$ cat src/rtl/phase_decoder.sv
// phase_decoder: receiver for the one-hot 4-phase sequencer bus.
// Optional descending-sequence acceptance via PHASE_DECODER_REVERSE_EN.
module phase_decoder #(
   parameter int LOCK_CNT = 4,
   parameter int ERR_W    = 8
) (
   input  logic             CLK,
   input  logic             CLR,
   input  logic             E,
   input  logic [3:0]       PH,
   output logic [1:0]       IDX,
   output logic             VALID,
   output logic             LOCK,
   output logic             ERR,
   output logic [ERR_W-1:0] ERR_CNT,
   output logic             DIR
);

   localparam logic [1:0] S_IDLE  = 2'd0;
   localparam logic [1:0] S_ACQ   = 2'd1;
   localparam logic [1:0] S_LOCK  = 2'd2;
   localparam logic [1:0] S_FAULT = 2'd3;

   localparam logic [3:0]       LOCK_N  = 4'(LOCK_CNT);
   localparam logic [ERR_W-1:0] CNT_MAX = '1;

   logic [1:0]       state_q;
   logic [1:0]       state_n;
   logic [1:0]       idx_q;
   logic [1:0]       idx_n;
   logic [3:0]       good_q;
   logic [3:0]       good_n;
   logic             valid_q;
   logic             lock_q;
   logic             err_q;
   logic             err_n;
   logic [ERR_W-1:0] cnt_q;

   logic             ph_one;
   logic [1:0]       ph_idx;
   logic [1:0]       idx_up;
   logic [1:0]       idx_dn;
   logic             step_up;
   logic             step_dn;
   logic             fwd_ok;
   logic             rev_take;
   logic [3:0]       good_inc;
   logic             hit_lock;

`ifdef PHASE_DECODER_REVERSE_EN
   logic dir_q;
   logic dir_n;

   // First correct step of an acquisition may go downward and fixes DIR.
   assign rev_take = (good_q == 4'd0) && !dir_q && step_dn;
`else
   logic dir_q;

   assign dir_q    = 1'b0;
   assign rev_take = 1'b0;
`endif

   // Exactly one bit set: nonzero and clearing the lowest bit leaves zero.
   assign ph_one = (PH != 4'd0) && ((PH & (PH - 4'd1)) == 4'd0);

   // Index of the highest set bit; only consumed when ph_one is true.
   always_comb begin
      ph_idx = 2'd0;
      case (1'b1)
         PH[3]:   ph_idx = 2'd3;
         PH[2]:   ph_idx = 2'd2;
         PH[1]:   ph_idx = 2'd1;
         default: ph_idx = 2'd0;
      endcase
   end

   assign idx_up   = idx_q + 2'd1;
   assign idx_dn   = idx_q - 2'd1;
   assign step_up  = (ph_idx == idx_up);
   assign step_dn  = (ph_idx == idx_dn);
   assign fwd_ok   = ph_one && (dir_q ? step_dn : step_up);
   assign good_inc = good_q + 4'd1;
   assign hit_lock = (good_inc == LOCK_N);

   // Next-state, index, step counter and error decision for one sample.
   always_comb begin
      state_n = state_q;
      idx_n   = idx_q;
      good_n  = good_q;
      err_n   = 1'b0;
`ifdef PHASE_DECODER_REVERSE_EN
      dir_n   = dir_q;
`endif
      if (E) begin
         unique case (state_q)
            S_IDLE, S_FAULT: begin
               if (ph_one) begin
                  idx_n   = ph_idx;
                  good_n  = 4'd0;
                  state_n = S_ACQ;
`ifdef PHASE_DECODER_REVERSE_EN
                  dir_n   = 1'b0;
`endif
               end else begin
                  err_n = 1'b1;
               end
            end
            S_ACQ: begin
               if (!ph_one) begin
                  err_n   = 1'b1;
                  state_n = S_IDLE;
               end else if (fwd_ok || rev_take) begin
                  idx_n  = ph_idx;
                  good_n = good_inc;
                  if (hit_lock) begin
                     state_n = S_LOCK;
                  end
`ifdef PHASE_DECODER_REVERSE_EN
                  if (rev_take) begin
                     dir_n = 1'b1;
                  end
`endif
               end else begin
                  err_n  = 1'b1;
                  idx_n  = ph_idx;
                  good_n = 4'd0;
               end
            end
            S_LOCK: begin
               if (fwd_ok) begin
                  idx_n = ph_idx;
               end else begin
                  err_n   = 1'b1;
                  state_n = S_FAULT;
               end
            end
            default: begin
               state_n = S_IDLE;
            end
         endcase
      end
   end

   // Core state registers; outputs are registered from the next values.
   always_ff @(posedge CLK or negedge CLR) begin
      if (!CLR) begin
         state_q <= S_IDLE;
         idx_q   <= 2'd0;
         good_q  <= 4'd0;
         valid_q <= 1'b0;
         lock_q  <= 1'b0;
         err_q   <= 1'b0;
      end else begin
         state_q <= state_n;
         idx_q   <= idx_n;
         good_q  <= good_n;
         valid_q <= (state_n == S_ACQ) || (state_n == S_LOCK);
         lock_q  <= (state_n == S_LOCK);
         err_q   <= err_n;
      end
   end

   // Saturating error counter, cleared only by reset.
   always_ff @(posedge CLK or negedge CLR) begin
      if (!CLR) begin
         cnt_q <= '0;
      end else if (err_n && (cnt_q != CNT_MAX)) begin
         cnt_q <= cnt_q + 1'b1;
      end
   end

`ifdef PHASE_DECODER_REVERSE_EN
   // Direction latch, reloaded to ascending on every acquisition start.
   always_ff @(posedge CLK or negedge CLR) begin
      if (!CLR) begin
         dir_q <= 1'b0;
      end else begin
         dir_q <= dir_n;
      end
   end
`endif

   assign IDX     = idx_q;
   assign VALID   = valid_q;
   assign LOCK    = lock_q;
   assign ERR     = err_q;
   assign ERR_CNT = cnt_q;
   assign DIR     = dir_q;

endmodule
$ cat config.mk
export PLATFORM = sky130hd
export DESIGN_NAME = phase_decoder
export DESIGN_NICKNAME = d
export VERILOG_FILES = /design/src/rtl/phase_decoder.sv
export SDC_FILE = /design/constraint.sdc
export NUM_CORES = 1
export LEC_CHECK = 0
export CORE_UTILIZATION = 46
export CTS_CLUSTER_SIZE = 28
export DETAILED_ROUTE_END_ITERATION = 16
export PLACE_DENSITY = 0.74
export SYNTH_ARGS = -nofsm -noshare
export SYNTH_HDL_FRONTEND = slang
export SYNTH_SLANG_ARGS = --single-unit
$ cat constraint.sdc
create_clock -name CLK -period 1.94 [get_ports CLK]
set_clock_uncertainty 0.1 [all_clocks]
set_input_delay 0.388 -clock CLK [delete_from_list [all_inputs] [get_ports CLK]]
set_output_delay 0.388 -clock CLK [all_outputs]
set_load 0.01 [all_outputs]
==> qor.yml <==
sta:
  timing_hold_violations_final: 0
  fin_setup_tns_ns: -0.727
  final.min_clock_period_ns: 2.09
  achievable-frequency_ghz: 0.478
  period_share_pct: 108
  report.final.setup_viol: 9
  setup_repair_after_global_routing_missed_its_margin: "yes"
  post-route-worst-setup-slack_ns: -0.151
  maxSlewViolCount: 0
  timing.hold.ws_ns: 0.305
route:
  route.detailed.wl_per_inst_um: 15.7
  drt_iter0_markers: 30
  drcViolationCount: 0
  routed-via-count: 1064
  route.antenna.remaining_nets: 0
  drt_pre_antenna_iters: 4
  avgViaCountPerCell: 5.60
  drt-total-wl_um: 2980
setup_path:
  family_with_the_most_delay_on_the_worst_path: "compound AO/OA/AOI/OAI gates"
  ff2ff_setup_slack_ns: -0.15
  critical_path_buf_inv_count: 1
  timing.critical_path.fanout_max: 3
  critical_path.startpoint_type: "flop"
  reg2reg_depth: 8
  required_time_at_the_worst_slack_endpoint_ns: 2.09
  arrival_ns: 2.24
  cp_cell_sequence: "or4bb_1 -> o31ai_2 -> a211o_2 -> a21oi_2 -> o2bb2a_4 -> a41oi_2 -> ha_1 -> inv_1"
  reg_to_reg_endpoint: "VALID"
  worst_path_slowest_cell: "or4bb_1"
  worst_setup_path_end_kind: "flop"
  startpoint_to_endpoint_class_of_the_critical_path: "reg -> reg"
  timing.critical_path.from: "IDX[0]"
  timing.rr.start: "IDX[0]"
  critical-path-max-stage-delay_ns: 0.51
logic_synthesis:
  synth_area_um2: 1150
  synth_enable_flop_cells: 0
  synthDominantAreaCellType: "dfrtp_1"
  syn_nets: 126
  yosys_cell_types: 40
  avgSynthCellArea_um2: 10.2
  synthesis_stage_register_bit_count: 19
  proportion_of_synthesized_chip_area_in_sequential_cells_pct: 41.3
  synthCells: 113
  synth_top_cells_by_area: "dfrtp_1 (41%), ha_1 (6.5%), xor2_1 (3.8%)"
  post-synth-top-area-fraction_pct: 41.3
  yosysWarningCount: 0
  ys_dominant_reg_cell: "dfrtp_1"
  async_flop_share_pct: 100
clocking:
  cts-hold-fix-buffers: 0
  clock_tree.htree_level_count: 1
  cts_buffer_depth: 2
  tritoncts_num_sinks: 19
  cts_root_buf: "clkbuf_4"
  clock_slew_seen_by_the_registers_of_the_worst_setup_and_hold_paths_ns: 0.11
  cts_made_buffers: 3
  cts_tree: "yes"
  clkLatencyLatePin_ns: 0.30
global_route:
  global_route.overflow_total: 0
  grt_max_degree: 20
  grt_use_total_pct: 22.7
  vias_in_the_first_global_route: 990
  wire_length_of_the_first_global_routing_pass_um: 4420
  antenna_found_initial: 0
floorplan:
  starting_density_pct: 50.5
  die_w_um: 52.0
  boundaryPins: 21
  floorplan.die_area_um2: 2700
  rows: 17
  floorplan.die.height_um: 52.0
  core_area_um2: 2280
power:
  p_total_mw: 1.79
  p_leak_nw: 0.813
  areal_power_density_over_the_cells_nw_per_um2: 1030
  max-vdd-ir-drop_uv: 1000
layout:
  n_fill_cell: 141
  layout.area.seq_um2: 475
  postLayoutCoreUtil_pct: 76.2
  layout_commonest_cell: "buf_4"
  final_net_count: 176
  commonest_cells_after_routing_fill_and_taps_aside: "buf_4 (23), dfrtp_1 (19), clkdlybuf4s50_1 (15)"
  drive_above_1_share_pct: 40.7
  insertedDiodeCount: 0
  layout-area-overhead-vs-synth_pct: 50.8
  multiInputGateArea_um2: 747
placed_design:
  place_worst_setup_slack_ns: -0.778
  gpl.final_weighted_congestion: 0.842
  dp_hpwl_um: 1910
  i_o_buffers: 19
min_path:
  worstHoldPathType: "in -> async"
run:
  cap_violations: 0
status:
  status: "finished, violations left"
  failing_checks: "negative setup slack"
[cell type report]
type	instances	share of cell area (%)
repair buffers	48	24.4
clock inverters	1	0.289
flip-flops and latches	19	27.4
well taps	28	2.02
clock buffers	3	1.30
inverters	7	1.52
multi-input cells	84	43.1
[metrics by stage]
stage               instance area (µm²)  instances
floorplan                          1160        113
CTS                                1640        188
global route                       1730        190
detailed placement                 1520        179
finish                             1730        190
global placement                   1520        179
[flip-flops by register name, indices dropped and copies added, names as in the netlist]
signal	cells
ERR_CNT	8
state_q	2
VALID	1
ERR	1
IDX	2
good_q	4
LOCK	1
[cells by family (layout without fill, tap and decap cells)]
kind of cell / count (synthesis) / count (layout) / share of synthesized area, %
compound gates: 26 / 26 / 17.0
xor+xnor: 7 / 7 / 5.33
fa+ha+maj: 6 / 6 / 6.53
buf+inv: 10 / 59 / 4.35
flops: 19 / 19 / 41.3
mux: 4 / 4 / 3.92
other cells: 1 / 1 / 0.326
simple gates: 40 / 40 / 21.2
[cells in the mapped netlist, types with 3 or more instances]
master and instances:
o31ai_1 3, inv_1 7, nor2_1 10, mux2_2 3, a21oi_1 7, ha_1 6, xor2_1 5, nand4_1 3
dfrtp_1 19, nand3_1 6, nand2_1 5, o21ai_0 5, and3_1 3
[per-layer routing]
metal / GRT usage (%) / share of wire, %
met4: 6.76 / 0.47
met2: 38.7 / 53
met1: 27.4 / 43
met3: 6.43 / 2.8
met5: 0 / 0
[what timing repair did]
| action | 4_1_cts | 5_1_grt |
|---|---|---|
| buffers inserted | 5 | 2 |
| resized for setup | 17 | 24 |
| pin swaps | 11 | 13 |
| setup endpoints to repair | 18 | 15 |
[worst max-delay path by stage]
stage	to	depth (start not counted)	slack, ns
2_1_floorplan	VALID	9	-0.24
3_3_place_gp	VALID	9	-0.69
3_5_place_dp	VALID	9	-0.78
4_1_cts	VALID	8	-0.14
5_1_grt	VALID	8	-0.19
6_report	VALID	8	-0.15
[power by group]
part           switching [mW]  internal [mW]
Combinational           0.434          0.550
Sequential              0.111          0.497
Clock                   0.124         0.0769
Total                   0.669           1.12
[worst reg2reg max path, delay by kind of cell (launching register included)]
kind | cells | cell delay (ns)
compound gates | 5 | 0.70
simple gates | 1 | 0.51
flops | 1 | 0.42
fa+ha+maj | 1 | 0.25
buf+inv | 1 | 0.05
No activity file was read; power rests on OpenSTA's default activity.
